==> config.mk <==
export PLATFORM = sky130hd
export DESIGN_NAME = trng_word_packer
export DESIGN_NICKNAME = d
export VERILOG_FILES = /design/src/rtl/trng_word_packer.sv
export SDC_FILE = /design/constraint.sdc
export NUM_CORES = 1
export LEC_CHECK = 0
export CAP_MARGIN = 20
export CORE_MARGIN = 4
export CORE_UTILIZATION = 53
export DETAILED_ROUTE_END_ITERATION = 12
export GPL_ROUTABILITY_DRIVEN = 1
export PLACE_DENSITY = 0.78
export SYNTH_ARGS = -nofsm -noshare
export SYNTH_HDL_FRONTEND = slang
export SYNTH_SLANG_ARGS = --single-unit
==> constraint.sdc <==
create_clock -name clk -period 2.75 [get_ports clk]
set_clock_uncertainty 0.1 [all_clocks]
set_input_delay 0.55 -clock clk [delete_from_list [all_inputs] [get_ports clk]]
set_output_delay 0.55 -clock clk [all_outputs]
set_load 0.01 [all_outputs]
==> src/rtl/trng_word_packer.sv <==
// trng_word_packer
//   Packs the serial output of the TRNG debiaser into WORD_W-bit words
//   (first accepted bit lands in bit 0) and buffers them in a first-word-
//   fall-through FIFO with a valid/ready read port. A repetition-count
//   health test watches the accepted bit stream; when it trips, packing
//   halts until software pulses clear_err. The FIFO keeps draining.
//
// Ports
//   clk         rising-edge clock
//   reset       asynchronous, active-high; clears all state
//   in_valid    in_bit is valid this cycle
//   in_bit      debiased random bit
//   clear_err   one-cycle pulse: clear overflow/rep_fail and resume packing
//   word_valid  FIFO non-empty
//   word_ready  consumer accepts the head word
//   word_data   FIFO head word; holds its last value while the FIFO is empty
//   fifo_count  number of words currently stored
//   overflow    sticky: a completed word was dropped because the FIFO was full
//   rep_fail    sticky: repetition-count test failed
module trng_word_packer #(
  parameter int WORD_W     = 8,
  parameter int FIFO_DEPTH = 4,
  parameter int REP_LIMIT  = 16
) (
  input  logic                        clk,
  input  logic                        reset,
  input  logic                        in_valid,
  input  logic                        in_bit,
  input  logic                        clear_err,
  output logic                        word_valid,
  input  logic                        word_ready,
  output logic [WORD_W-1:0]           word_data,
  output logic [$clog2(FIFO_DEPTH):0] fifo_count,
  output logic                        overflow,
  output logic                        rep_fail
);

  localparam int CNT_W  = $clog2(WORD_W);
  localparam int PTR_W  = $clog2(FIFO_DEPTH);
  localparam int FCNT_W = PTR_W + 1;
  localparam int RUN_W  = $clog2(REP_LIMIT + 1);

  localparam logic [CNT_W-1:0]  LAST_IDX = CNT_W'(WORD_W - 1);
  localparam logic [RUN_W-1:0]  RUN_MAX  = RUN_W'(REP_LIMIT);
  localparam logic [FCNT_W-1:0] DEPTH_C  = FCNT_W'(FIFO_DEPTH);

  typedef enum logic [0:0] {
    ST_PACK = 1'b0,
    ST_HALT = 1'b1
  } state_t;

  state_t state_r, state_s;

  logic [CNT_W-1:0]  bit_cnt_r;
  logic [WORD_W-1:0] shift_r;
  logic [RUN_W-1:0]  run_r;
  logic              last_bit_r;
  logic [WORD_W-1:0] mem_r [FIFO_DEPTH];
  logic [PTR_W-1:0]  wr_ptr_r;
  logic [PTR_W-1:0]  rd_ptr_r;

  logic              accept_s;
  logic [RUN_W-1:0]  run_inc_s;
  logic              trip_s;
  logic [WORD_W-1:0] word_s;
  logic              complete_s;
  logic              push_req_s;
  logic              pop_s;
  logic              full_s;
  logic              push_s;
  logic              drop_s;
  logic [FCNT_W-1:0] count_next_s;
  logic [PTR_W-1:0]  rd_next_ptr_s;

  // Datapath decode: bit acceptance, run-length update, word completion, FIFO handshake.
  always_comb begin
    accept_s      = (state_r == ST_PACK) && in_valid && !clear_err;
    run_inc_s     = run_r;
    word_s        = shift_r;
    rd_next_ptr_s = rd_ptr_r + PTR_W'(1);

    if ((run_r == '0) || (in_bit != last_bit_r)) begin
      run_inc_s = RUN_W'(1);
    end else if (run_r == RUN_MAX) begin
      run_inc_s = RUN_MAX;
    end else begin
      run_inc_s = run_r + RUN_W'(1);
    end

    word_s[bit_cnt_r] = in_bit;

    trip_s     = accept_s && (run_inc_s == RUN_MAX);
    complete_s = accept_s && (bit_cnt_r == LAST_IDX);
    // A word completing on the tripping bit is contaminated and never stored.
    push_req_s = complete_s && !trip_s;

    pop_s  = word_valid && word_ready;
    full_s = (fifo_count == DEPTH_C);
    // A same-edge pop frees the slot a full FIFO needs for the new word.
    push_s = push_req_s && (!full_s || pop_s);
    drop_s = push_req_s && full_s && !pop_s;

    count_next_s = fifo_count + {{(FCNT_W-1){1'b0}}, push_s}
                              - {{(FCNT_W-1){1'b0}}, pop_s};
  end

  // Packing mode next-state: halt on health failure, resume on clear_err.
  always_comb begin
    state_s = state_r;
    case (state_r)
      ST_PACK: begin
        if (clear_err) begin
          state_s = ST_PACK;
        end else if (trip_s) begin
          state_s = ST_HALT;
        end else begin
          state_s = ST_PACK;
        end
      end
      ST_HALT: begin
        if (clear_err) begin
          state_s = ST_PACK;
        end else begin
          state_s = ST_HALT;
        end
      end
      default: state_s = ST_PACK;
    endcase
  end

  // Packing mode register.
  always_ff @(posedge clk or posedge reset) begin
    if (reset) begin
      state_r <= ST_PACK;
    end else begin
      state_r <= state_s;
    end
  end

  // Shift register, bit counter and repetition-run tracker.
  always_ff @(posedge clk or posedge reset) begin
    if (reset) begin
      bit_cnt_r  <= '0;
      shift_r    <= '0;
      run_r      <= '0;
      last_bit_r <= 1'b0;
    end else if (clear_err) begin
      bit_cnt_r  <= '0;
      shift_r    <= '0;
      run_r      <= '0;
      last_bit_r <= 1'b0;
    end else if (accept_s) begin
      run_r      <= run_inc_s;
      last_bit_r <= in_bit;
      if (trip_s || complete_s) begin
        bit_cnt_r <= '0;
        shift_r   <= '0;
      end else begin
        bit_cnt_r <= bit_cnt_r + CNT_W'(1);
        shift_r   <= word_s;
      end
    end
  end

  // Sticky error flags.
  always_ff @(posedge clk or posedge reset) begin
    if (reset) begin
      overflow <= 1'b0;
      rep_fail <= 1'b0;
    end else if (clear_err) begin
      overflow <= 1'b0;
      rep_fail <= 1'b0;
    end else begin
      if (drop_s) overflow <= 1'b1;
      if (trip_s) rep_fail <= 1'b1;
    end
  end

  // FIFO storage array; contents are don't-care until written.
  always_ff @(posedge clk) begin
    if (push_s) begin
      mem_r[wr_ptr_r] <= word_s;
    end
  end

  // FIFO pointers, occupancy and the registered first-word-fall-through head.
  always_ff @(posedge clk or posedge reset) begin
    if (reset) begin
      wr_ptr_r   <= '0;
      rd_ptr_r   <= '0;
      fifo_count <= '0;
      word_valid <= 1'b0;
      word_data  <= '0;
    end else begin
      if (push_s) wr_ptr_r <= wr_ptr_r + PTR_W'(1);
      if (pop_s)  rd_ptr_r <= rd_next_ptr_s;
      fifo_count <= count_next_s;
      word_valid <= (count_next_s != '0);
      if (pop_s) begin
        // Next head is either an already-stored entry or the word arriving now.
        if (fifo_count > FCNT_W'(1)) begin
          word_data <= mem_r[rd_next_ptr_s];
        end else if (push_s) begin
          word_data <= word_s;
        end
      end else if (push_s && (fifo_count == '0)) begin
        word_data <= word_s;
      end
    end
  end

endmodule

==> results of run 1 <==
layer usage:
layer  global-route usage  routed length, um  share of wire
met2                0.320               3300           0.52
met4               0.0807                116          0.018
met3               0.0314                175          0.027
met1                0.249               2780           0.44
met5                    0                  0              0
power groups by stage:
stage	Combinational, uW	Clock, uW	Sequential (uW)
6_report	1020	847	1350
5_1_grt	1100	914	1390
4_1_cts	982	860	1360
3_5_place_dp	960	0	1370
3_3_place_gp	924	0	1370
2_1_floorplan	629	0	1320
state kept, by name (all words and copies together), names as in the netlist:
register    flops
wr_ptr_r        2
rd_ptr_r        2
run_r           5
last_bit_r      1
state_r         1
rep_fail        1
fifo_count      3
bit_cnt_r       3
shift_r         8
word_data       8
word_valid      1
mem_r          32
overflow        1
what timing repair did:
action,CTS,global route
endpoints found under the hold margin,0,0
pin swaps,7,6
resized for setup,13,9
endpoints found under the setup margin,3,2
buffers inserted,3,3
through the flow:
stage          setup TNS [ns]  hold WS [ns]  setup WS [ns]  instances
2_1_floorplan          -0.374         0.349         -0.340        246
3_3_place_gp            -9.95         0.361         -0.678        354
3_5_place_dp           -13.06         0.371         -0.737        354
4_1_cts                -0.187         0.394         -0.187        373
5_1_grt                -0.409         0.423         -0.284        376
6_report               -0.263         0.387         -0.214        376
final cells by class:
cell class / instances / area [um2] / area share
clock inverter: 7 / 81.3 / 0.0203
timing repair buffer: 53 / 454 / 0.114
tap: 75 / 93.8 / 0.0235
sequential: 68 / 1860 / 0.466
multi-input combinational: 144 / 1310 / 0.327
clock buffer: 9 / 124 / 0.0310
inverter: 20 / 75.1 / 0.0188
cell families (layout without fill, tap and decap cells):
| group | after synthesis | after routing |
|---|---|---|
| AOI/OAI and AO/OA | 46 | 46 |
| xor gates and xnor gates | 8 | 8 |
| and+or+nand+nor | 58 | 58 |
| DFF | 68 | 68 |
| adders and majority gates | 12 | 12 |
| muxes | 20 | 20 |
| buffers and inverters | 34 | 89 |
placed cells by master, fill, tap and decap left out, types with 4 or more instances in the layout:
master / synthesis / final
clkdlybuf4s50_1: 0 / 16
clkbuf_8: 0 / 9
mux4_2: 8 / 8
nor2_1: 6 / 6
ha_1: 11 / 8
inv_1: 20 / 16
mux2i_1: 10 / 10
inv_6: 0 / 4
nand3_1: 6 / 5
and2_1: 5 / 5
nand2_1: 23 / 23
edfxtp_1: 32 / 32
dfrtp_1: 36 / 34
nand3b_1: 4 / 4
a2bb2oi_1: 7 / 7
o22ai_1: 8 / 8
inv_2: 0 / 4
o21ai_0: 14 / 14
xnor2_1: 4 / 4
buf_4: 1 / 32
worst min-delay path, cell delays in order, from the launching register on:
cell and delay (ns):
dfrtp_1 0.35, nand2_1 0.05, o21ai_0 0.06
worst min-delay path by stage:
stage / endpoint / slack, ns
after floorplan: shift_r[0]$_DFFE_PP0P_ / 0.35
after global placement: shift_r[7]$_DFFE_PP0P_ / 0.36
after detailed placement: shift_r[3]$_DFFE_PP0P_ / 0.37
after CTS: shift_r[5]$_DFFE_PP0P_ / 0.39
after global routing: rep_fail$_DFFE_PP0P_ / 0.42
final: shift_r[5]$_DFFE_PP0P_ / 0.39
==> results.md, run 1 <==
* Synth Net Count at 264
* Post-Synth Simple-Gate Area at 0.103
* Tcrit/Tclk final at 1.08
* DR vias/cell at 5.48
* Most frequent cell after synthesis: dfrtp_1
* Peak Freq at 337 MHz
* IO buf count at 19
* Pre-antenna DRT Iters at 4
* Fraction of layout cells with a size suffix above 1 at 0.282
* Primary FF master, synth: dfrtp_1
* Switching part of the total at 0.315
* Critical Path End: word_valid$_DFF_PP0_
* Total grt overflow at 0
* Fin util at 0.676
* Vias in the first global route at 2178
* Synth unique cells at 47
* Worst Path Class, Setup: flop to flop
* Mux cell area share after synthesis at 0.0946
* Chip height at 86.2 um
* Fin area at 4000 um2
* Stages on worst setup path at 11
* Clock-pin slew on the worst setup and hold paths at 0.08 ns
* Outcome: finished with violations
* Seq pwr share at 0.421
* Fin worst setup slack at -0.214 ns
* Slew Limit Headroom at 0.614
* Max-Cap Viols at 0
* # setup viols final at 2
* Placed Area at 3690 um2
* CTS buffer count at 9
* Final HPWL DP at 4460 um
* DR vias at 2059
* Fillers at 419
* Critical Path Source: run_r[1]$_DFFE_PP0P_
* CP Launch Type: flop
* Worst min path class: flop to flop
* Final ANT Viol Nets at 0
* Synth Area in XOR/XNOR at 0.0216
* Number of synthesized flops with an enable pin at 32
* DRC at 0
* Largest net degree at the start of global routing at 37
* Area leader, netlist: edfxtp_1
* Initial antenna violation count at 0
* Internal power at 2210 uW
* Synth top cells by count: 36 x dfrtp_1, 32 x edfxtp_1, 23 x nand2_1
* Clock latency on the worst-skew pair at 0.36 ns
* Layout area overhead at 23.5%
* Critical Path End Type: flop
* Slew Viols, Final at 0
* Synth Area in Adders at 0.0486
* Max H-tree Level at 3
* FF+latch count, synth at 68
* Hold wc startpoint: shift_r[5]$_DFFE_PP0P_
* Initial Util at 0.547
* Max IR drop VDD at 0.615 mV
* Top Family by Delay on Critical Path: compound AO/OA/AOI/OAI gates
* Post-synth top area share at 0.297
* Crit path buf inv count at 3
* Reg2Reg Capture Point: word_valid$_DFF_PP0_
* Clock network power share at 0.263
* Core Footprint at 5920 um2
* CP peak stage delay at 0.48 ns
* Post-Syn Instances at 246
* First-pass GRT wire length at 10800 um
* RSZ-0062 raised after global routing: yes
* Leak at 0.00174 uW
* Compound-Gate Fraction of Synth Area at 0.110
* R2r setup slk at -0.21 ns
* RD Place Congestion at 0.752
* Tmin final at 2.96 ns
* CP Data Required Time at 2.88 ns
* Die width at 86.2 um
* Synth area leaders: edfxtp_1 30%, dfrtp_1 28%, mux4_2 5.6%, ha_1 4.2%, mux2i_1 3.1%
* Clock buffer depth at 2
* Num rows at 28
* Worst reg2reg path startpoint: run_r[1]$_DFFE_PP0P_
* Hold path cells at 2
* Synth Warn # at 0
* Worst r2r path cells at 11
* Final layout net count at 314
* Worst Max-Slew Pin Slew at 0.580 ns
* Mean area per synthesized cell at 13.2 um2
* Register area share after synthesis at 0.575
* Most used cell, CP: inv_2
* Root buf cell: clkbuf_8
* Max FO, Critical Path at 3
* # clock sinks at 68
* PwrDens at 804 nW/um2
* WL/cell at 16.9 um
* Detailed Route Iter0 Violations at 154
* Ys async rst share at 0.529
* Diodes inserted at 0
* Largest family of logic cells by synthesized area: compound AO/OA/AOI/OAI gates
* Ports at 20
* Failing checks: setup timing
* Syn Std Cell Area at 3240 um2
* GRT Total Usage at 0.191
* Final WL at 6370 um
* Die area at 7430 um2
* Tot Pwr at 3220 uW
* CTS tree: done
* Fin. Hold Viols at 0
* Hold Buf Count CTS at 0
* Sw power at 1010 uW
* Worst path slowest cell: fa_1
* CP arrival at 3.09 ns
* CP cell instances: buf_6, a21o_1, a211o_1, a2111oi_4, or2_4, mux2_4, ha_4, inv_2, fa_1, inv_2, or3_4
* Logic pwr share at 0.316
Power figures use the tool's default switching activity.
==> run 2: changes to the inputs <==
--- a/config.mk
+++ b/config.mk
@@ -6,8 +6,11 @@
 export NUM_CORES = 1
 export LEC_CHECK = 0
 export CAP_MARGIN = 20
+export CELL_PAD_IN_SITES_DETAIL_PLACEMENT = 1
+export CELL_PAD_IN_SITES_GLOBAL_PLACEMENT = 1
 export CORE_MARGIN = 4
-export CORE_UTILIZATION = 53
+export CORE_UTILIZATION = 44
+export CTS_CLUSTER_DIAMETER = 30
 export DETAILED_ROUTE_END_ITERATION = 12
 export GPL_ROUTABILITY_DRIVEN = 1
 export PLACE_DENSITY = 0.78
==> run 2 against run 1 <==
Effect of this change: the run still ends with setup timing left; worst setup slack better by 0.030 ns; non-clock buffer count is 1 lower; count of clock-buffer cells in the layout stayed put; sequential power hardly changed; final cell count is 6.1% higher; total power is 2.1% lower; critical path depth is 1 higher; largest cell class unchanged; largest power group unchanged; highest routed layer unchanged.
==> results.md, run 2 (synthesis results as in run 1) <==
* Outcome: finished with violations
* Failing checks: setup timing
* CP Launch Type: flop
* Hold_ws at 0.384 ns (-0.00297 ns)
* CP peak stage delay at 0.49 ns (about the same)
* RSZ-0062 raised after global routing: yes
* Largest net degree at the start of global routing at 37 (unchanged)
* Die area at 8800 um2 (+18%)
* Worst min path class: flop to flop
* Diodes inserted at 0 (unchanged)
* Initial Util at 0.449 (-0.0982)
* Worst Max-Slew Pin Slew at 0.588 ns (+0.00851 ns)
* Root buf cell: clkbuf_8
* Max H-tree Level at 3 (unchanged)
* Clock-pin slew on the worst setup and hold paths at 0.09 ns (about the same)
* Most used cell, CP: inv_2
* CP arrival at 3.06 ns (-0.03 ns)
* Slew Limit Headroom at 0.608 (-0.00567)
* Initial antenna violation count at 0 (unchanged)
* Switching part of the total at 0.324 (+0.00922)
* Fillers at 744 (+78%)
* # clock sinks at 68 (unchanged)
* # setup viols final at 2 (unchanged)
* Leak at 0.00172 uW (-1.3%)
* Total grt overflow at 0 (unchanged)
* WL/cell at 17.2 um (+1.8%)
* Logic pwr share at 0.337 (+0.021)
* Final HPWL DP at 4950 um (+11%)
* Chip height at 93.8 um (+8.8%)
* Final WL at 6880 um (+8.0%)
* Max-Cap Viols at 0 (unchanged)
* Critical Path End Type: flop
* RD Place Congestion at 0.812 (+8.0%)
* Worst Path Class, Setup: flop to flop
* Multi-input logic area at 1290 um2 (-1.1%)
* Crit path buf inv count at 3 (unchanged)
* CTS tree: done
* Hold Buf Count CTS at 0 (unchanged)
* GRT Total Usage at 0.176 (-0.0151)
* Sum of negative setup slack at -0.281 ns (-0.0183 ns)
* Ports at 20 (unchanged)
* Fin. Hold Viols at 0 (unchanged)
* Internal power at 2130 uW (-3.4%)
* Largest Register: mem_r
* Slew Viols, Final at 0 (unchanged)
* Hold path cells at 2 (unchanged)
* DRC at 0 (unchanged)
* Final ANT Viol Nets at 0 (unchanged)
* Core Footprint at 7210 um2 (+22%)
* Clock network power share at 0.235 (-0.028)
* Clock buffer depth at 2 (unchanged)
* PwrDens at 790 nW/um2 (-1.8%)
* Fin util at 0.553 (-0.123)
* Tcrit/Tclk final at 1.07 (-0.0109)
* Max IR drop VDD at 0.442 mV (-28%)
* Top Family by Delay on Critical Path: simple AND/OR/NAND/NOR gates
* Num rows at 31 (+11%)
* Max reg flops at 32 (unchanged)
* Vias in the first global route at 2309 (+6.0%)
* Pre-antenna DRT Iters at 6 (+2)
* Peak Freq at 341 MHz (+1.0%)
* CTS buffer count at 9 (unchanged)
* Regs by FF count: mem_r (32), shift_r (8), word_data (8)
* Worst path slowest cell: fa_1
* Sw power at 1020 uW (+0.78%)
* DR vias/cell at 5.19 (-5.2%)
* Worst r2r path cells at 12 (+1)
* CP Data Required Time at 2.88 ns (about the same)
* Tmin final at 2.93 ns (-0.0298 ns)
* Non-filler instance count after layout at 399 (+6.1%)
* Seq pwr share at 0.428 (+0.007)
* Placed Cells at 377 (+6.5%)
* Commonest non-fill, non-tap cell in the layout: dfrtp_1
* Fin worst setup slack at -0.184 ns (+0.0298 ns)
* Detailed Route Iter0 Violations at 60 (-61%)
* CP cell instances: inv_2, ha_4, nor4bb_2, nor2_1, a2111oi_4, or2_4, mux2_4, ha_4, inv_2, fa_1, inv_2, or3_1
* Most frequent cells in the layout: 34 x dfrtp_1, 32 x edfxtp_1, 30 x buf_4
* Max FO, Critical Path at 3 (unchanged)
* Die width at 93.8 um (+8.8%)
* Clock latency on the worst-skew pair at 0.34 ns (-0.02 ns)
* Stages on worst setup path at 12 (+1)
* DR vias at 2071 (+0.58%)
* Seq. cell area at 1860 um2 (unchanged)
* Fraction of layout cells with a size suffix above 1 at 0.267 (-0.0157)
* First-pass GRT wire length at 11800 um (+9.5%)
* Layout area overhead at 23.1%
* Final layout net count at 313 (-0.32%)
* IO buf count at 19 (unchanged)
run 2: metrics by stage:
step                area, um2  total power (uW)  setup WS [ns]
global placement         3710              2320         -0.668
finish                   3990              3150         -0.184
global route             3990              3330         -0.308
detailed placement       3710              2380         -0.756
CTS                      3970              3180         -0.195
floorplan                3270              1950         -0.340
run 2: final cells by class:
class	count	area share
clock buffers	9	0.0311
well taps	99	0.0311
clock inverters	7	0.0129
flip-flops and latches	68	0.467
multi-input cells	144	0.325
inverters	20	0.0188
repair buffers	52	0.114
run 2: repair_timing:
action / 4_1_cts / 5_1_grt
endpoints found under the hold margin: 0 / 0
resized for setup: 13 / 3
buffers inserted: 5 / 1
endpoints found under the setup margin: 3 / 2
pin swaps: 3 / 0
run 2: final timing paths:
check | from | endpoint | slack (ns)
setup reg to reg | run_r[0]$_DFFE_PP0P_ | word_valid$_DFF_PP0_ | -0.18
hold reg to reg | shift_r[4]$_DFFE_PP0P_ | shift_r[4]$_DFFE_PP0P_ | 0.38
min in group asynchronous | reset | run_r[4]$_DFFE_PP0P_ | 0.51
hold / removal | shift_r[4]$_DFFE_PP0P_ | shift_r[4]$_DFFE_PP0P_ | 0.38
max in group asynchronous | reset | run_r[3]$_DFFE_PP0P_ | 1.67
setup / recovery | run_r[0]$_DFFE_PP0P_ | word_valid$_DFF_PP0_ | -0.18
run 2: power by group through the flow:
stage	clock (uW)	sequential, uW	combinational [uW]
2_1_floorplan	0	1320	629
3_3_place_gp	0	1370	951
3_5_place_dp	0	1370	1010
4_1_cts	752	1350	1070
5_1_grt	799	1380	1160
6_report	741	1350	1060
run 2: routing by layer:
metal  GRT usage  wire (um)  part of all wire
met5           0          0                 0
met4      0.0614        105             0.015
met3      0.0304        114             0.017
met2       0.296       3520              0.51
met1       0.230       3140              0.46
run 2: tightest hold or removal path, stage by stage, from the launching register on:
cell	delay, ns
dfrtp_1	0.35
nand2_1	0.05
o21ai_0	0.06
==> run 3: changes to the inputs <==
--- a/config.mk
+++ b/config.mk
@@ -5,15 +5,16 @@
 export SDC_FILE = /design/constraint.sdc
 export NUM_CORES = 1
 export LEC_CHECK = 0
+export ABC_AREA = 1
 export CAP_MARGIN = 20
 export CELL_PAD_IN_SITES_DETAIL_PLACEMENT = 1
 export CELL_PAD_IN_SITES_GLOBAL_PLACEMENT = 1
-export CORE_MARGIN = 4
-export CORE_UTILIZATION = 44
+export CORE_MARGIN = 2
+export CORE_UTILIZATION = 41
 export CTS_CLUSTER_DIAMETER = 30
 export DETAILED_ROUTE_END_ITERATION = 12
 export GPL_ROUTABILITY_DRIVEN = 1
-export PLACE_DENSITY = 0.78
+export PLACE_DENSITY = 0.77
 export SYNTH_ARGS = -nofsm -noshare
 export SYNTH_HDL_FRONTEND = slang
 export SYNTH_SLANG_ARGS = --single-unit
==> run 3 against run 2 <==
Effect of this change: the run now ends clean; final cell count grew 27%; via count is 23% higher; first-iteration DRC count increased by 110%; clock power rose by 29%.
==> results.md, run 3 <==
* Max reg flops at 32 (unchanged)
* Logic pwr share at 0.313 (-0.024)
* DR vias at 2541 (+23%)
* Clock buffer depth at 2 (unchanged)
* Outcome: completed
* Max IR drop VDD at 0.325 mV (-26%)
* Synth Warn # at 0 (unchanged)
* Leak at 0.00183 uW (+6.8%)
* R2r setup slk at 0.05 ns (+0.23 ns)
* Hold Buf Count CTS at 0 (unchanged)
* Synth top cells by count: 83 x nand2_1, 37 x inv_1, 36 x dfrtp_1
* # clock sinks at 68 (unchanged)
* Syn Std Cell Area at 3200 um2 (-1.3%)
* Most frequent cell after synthesis: nand2_1
* Clock latency on the worst-skew pair at 0.36 ns (+0.02 ns)
* Fin worst setup slack at 0.0452 ns (+0.229 ns)
* Register area share after synthesis at 0.582 (+0.00764)
* CTS buffer count at 9 (unchanged)
* Max FO, Critical Path at 3 (unchanged)
* Fin area at 4110 um2 (+3.1%)
* CP Data Required Time at 2.89 ns (about the same)
* Sw power at 1080 uW (+5.7%)
* Max-Cap Viols at 0 (unchanged)
* GRT Total Usage at 0.206 (+0.0295)
* Clock-pin slew on the worst setup and hold paths at 0.08 ns (about the same)
* Critical Path End: word_valid$_DFF_PP0_
* Peak Freq at 370 MHz (+8.5%)
* Worst reg2reg path startpoint: run_r[0]$_DFFE_PP0P_
* Commonest non-fill, non-tap cell in the layout: nand2_1
* Core Footprint at 7650 um2 (+6.0%)
* Number of synthesized flops with an enable pin at 32 (unchanged)
* Synth unique cells at 29 (-38%)
* Internal power at 2140 uW (+0.40%)
* Pre-antenna DRT Iters at 4 (-2)
* Synth Net Count at 346 (+31%)
* Area leader, netlist: edfxtp_1
* Critical Path Source: run_r[0]$_DFFE_PP0P_
* Detailed Route Iter0 Violations at 125 (+110%)
* CP peak stage delay at 0.49 ns (about the same)
* Synth area leaders: edfxtp_1 30%, dfrtp_1 28%, nand2_1 9.7%, nand3_1 5.3%, inv_1 4.3%
* Worst path slowest cell: fa_1
* Placed Area at 3730 um2 (+0.40%)
* Post-synth top area share at 0.300 (+0.00394)
* Primary FF master, synth: dfrtp_1
* Initial Util at 0.418 (-0.0310)
* Worst Path Class, Setup: flop to flop
* CP cell instances: ha_2, nand2_2, inv_2, nor2_2, nand2_1, nand2_1, nor2_2, nand3_2, nand2_4, inv_2, o21ai_2, ha_2, inv_2, fa_1, inv_2, or3_1
* Slew Viols, Final at 0 (unchanged)
* Largest net degree at the start of global routing at 37 (unchanged)
* Clock network power share at 0.297 (+0.062)
* Post-Syn Instances at 328 (+33%)
* Ys async rst share at 0.529 (unchanged)
* Chip height at 92.3 um (-1.6%)
* Final HPWL DP at 5770 um (+17%)
* Die width at 92.3 um (-1.6%)
* DRC at 0 (unchanged)
* Initial antenna violation count at 0 (unchanged)
* Seq pwr share at 0.391 (-0.037)
* Fraction of layout cells with a size suffix above 1 at 0.243 (-0.0235)
* Fin. Hold Viols at 0 (unchanged)
* RD Place Congestion at 0.879 (+8.3%)
* First-pass GRT wire length at 13300 um (+13%)
* Pre-CTS setup slack at -0.581 ns (+0.175 ns)
* Tcrit/Tclk final at 0.984 (-0.0832)
* Max H-tree Level at 3 (unchanged)
* Diodes inserted at 0 (unchanged)
* Most frequent cells in the layout: 80 x nand2_1, 41 x buf_4, 35 x dfrtp_1
* CP Launch Type: flop
* CTS tree: done
* Mean area per synthesized cell at 9.75 um2 (-26%)
* Fillers at 888 (+19%)
* Switching part of the total at 0.335 (+0.0113)
* Final ANT Viol Nets at 0 (unchanged)
* Reg2Reg Capture Point: word_valid$_DFF_PP0_
* Root buf cell: clkbuf_8
* Vias in the first global route at 2717 (+18%)
* Largest Register: mem_r
* Final layout net count at 416 (+33%)
* Placed Cells at 477 (+27%)
* DR vias/cell at 5.03 (-3.1%)
* Regs by FF count: mem_r (32), shift_r (8), word_data (8)
* Non-filler instance count after layout at 505 (+27%)
* RSZ-0062 raised after global routing: yes
* Die area at 8520 um2 (-3.2%)
* Slew Limit Headroom at 0.590 (-0.0176)
* Worst r2r path cells at 16 (+4)
* Worst min path class: flop to flop
* Num rows at 32 (+3.2%)
* Tmin final at 2.70 ns (-0.229 ns)
* Final WL at 8160 um (+19%)
* Layout area overhead at 28.6%
* Ports at 20 (unchanged)
* Critical Path End Type: flop
* CP arrival at 2.84 ns (-0.22 ns)
* Worst Max-Slew Pin Slew at 0.614 ns (+0.0263 ns)
* WL/cell at 16.2 um (-6.2%)
* FF+latch count, synth at 68 (unchanged)
* PwrDens at 782 nW/um2 (-0.97%)
* Most used cell, CP: inv_2
* Total grt overflow at 0 (unchanged)
* IO buf count at 19 (unchanged)
* # setup viols final at 0 (-2)
[run 3: worst min-delay path by stage]
| stage | from | depth (start not counted) | endpoint | slack, ns |
|---|---|---|---|---|
| floorplan | shift_r[7]$_DFFE_PP0P_ | 2 | shift_r[7]$_DFFE_PP0P_ | 0.38 |
| global placement | word_data[3]$_DFFE_PP0P_ | 2 | word_data[3]$_DFFE_PP0P_ | 0.35 |
| detailed placement | word_data[2]$_DFFE_PP0P_ | 2 | word_data[2]$_DFFE_PP0P_ | 0.36 |
| CTS | word_data[2]$_DFFE_PP0P_ | 2 | word_data[2]$_DFFE_PP0P_ | 0.38 |
| global route | word_data[0]$_DFFE_PP0P_ | 2 | word_data[0]$_DFFE_PP0P_ | 0.40 |
| finish | word_data[2]$_DFFE_PP0P_ | 2 | word_data[2]$_DFFE_PP0P_ | 0.37 |
[run 3: cell families (layout without fill, tap and decap cells)]
kind of cell | Yosys count | count (layout) | synth area share
adder cells (fa/ha/maj) | 12 | 12 | 0.0493
buffers and inverters | 44 | 119 | 0.0520
AO/OA/AOI/OAI | 51 | 51 | 0.0880
AND/OR/NAND/NOR | 151 | 151 | 0.223
XOR/XNOR | 2 | 2 | 0.00548
flip-flops | 68 | 68 | 0.582
[run 3: stage by stage]
step	hold WS, ns	utilization	power, uW	setup TNS, ns
after floorplan	0.378	-	1850	0
after global placement	0.354	0.488	2190	-0.721
after detailed placement	0.358	0.488	2250	-1.01
after CTS	0.376	0.531	3240	-0.0178
after global routing	0.402	0.538	3420	-0.106
final	0.371	0.538	3220	0
[run 3: cell type report]
type,instances,area (um2),area share
repair buffers,60,495,0.120
clock buffers,12,155,0.0377
flip-flops and latches,68,1860,0.453
inverters,43,161,0.0392
well taps,102,128,0.0310
multi-input cells,216,1240,0.301
clock inverters,4,72.6,0.0176
[run 3: critical path, delay by kind of cell (launching register included)]
| kind | cells | cell delay [ns] |
|---|---|---|
| adder cells (fa/ha/maj) | 3 | 0.88 |
| AO/OA/AOI/OAI | 1 | 0.10 |
| AND/OR/NAND/NOR | 8 | 0.89 |
| buffers and inverters | 4 | 0.20 |
| flip-flops | 1 | 0.40 |
[run 3: layer usage]
layer | routed length [um] | global-route usage | vias to the layer above | share of wire
li1 | - | - | 1236 | -
met1 | 3550 | 0.247 | 1241 | 0.44
met2 | 4140 | 0.359 | 47 | 0.51
met3 | 219 | 0.0301 | 17 | 0.027
met4 | 251 | 0.106 | 0 | 0.031
met5 | 0 | 0 | - | 0
[run 3: power groups by stage]
stage	registers [uW]	clock network, uW	logic [uW]
4_1_cts	1260	971	1010
5_1_grt	1270	1020	1130
2_1_floorplan	1300	0	557
6_report	1260	955	1010
3_5_place_dp	1280	0	969
3_3_place_gp	1270	0	918
[run 3: timing repair]
item                       CTS  global route
pin swaps                   14            10
buffers inserted             8             4
setup endpoints to repair    1             1
gates resized for setup     21             7
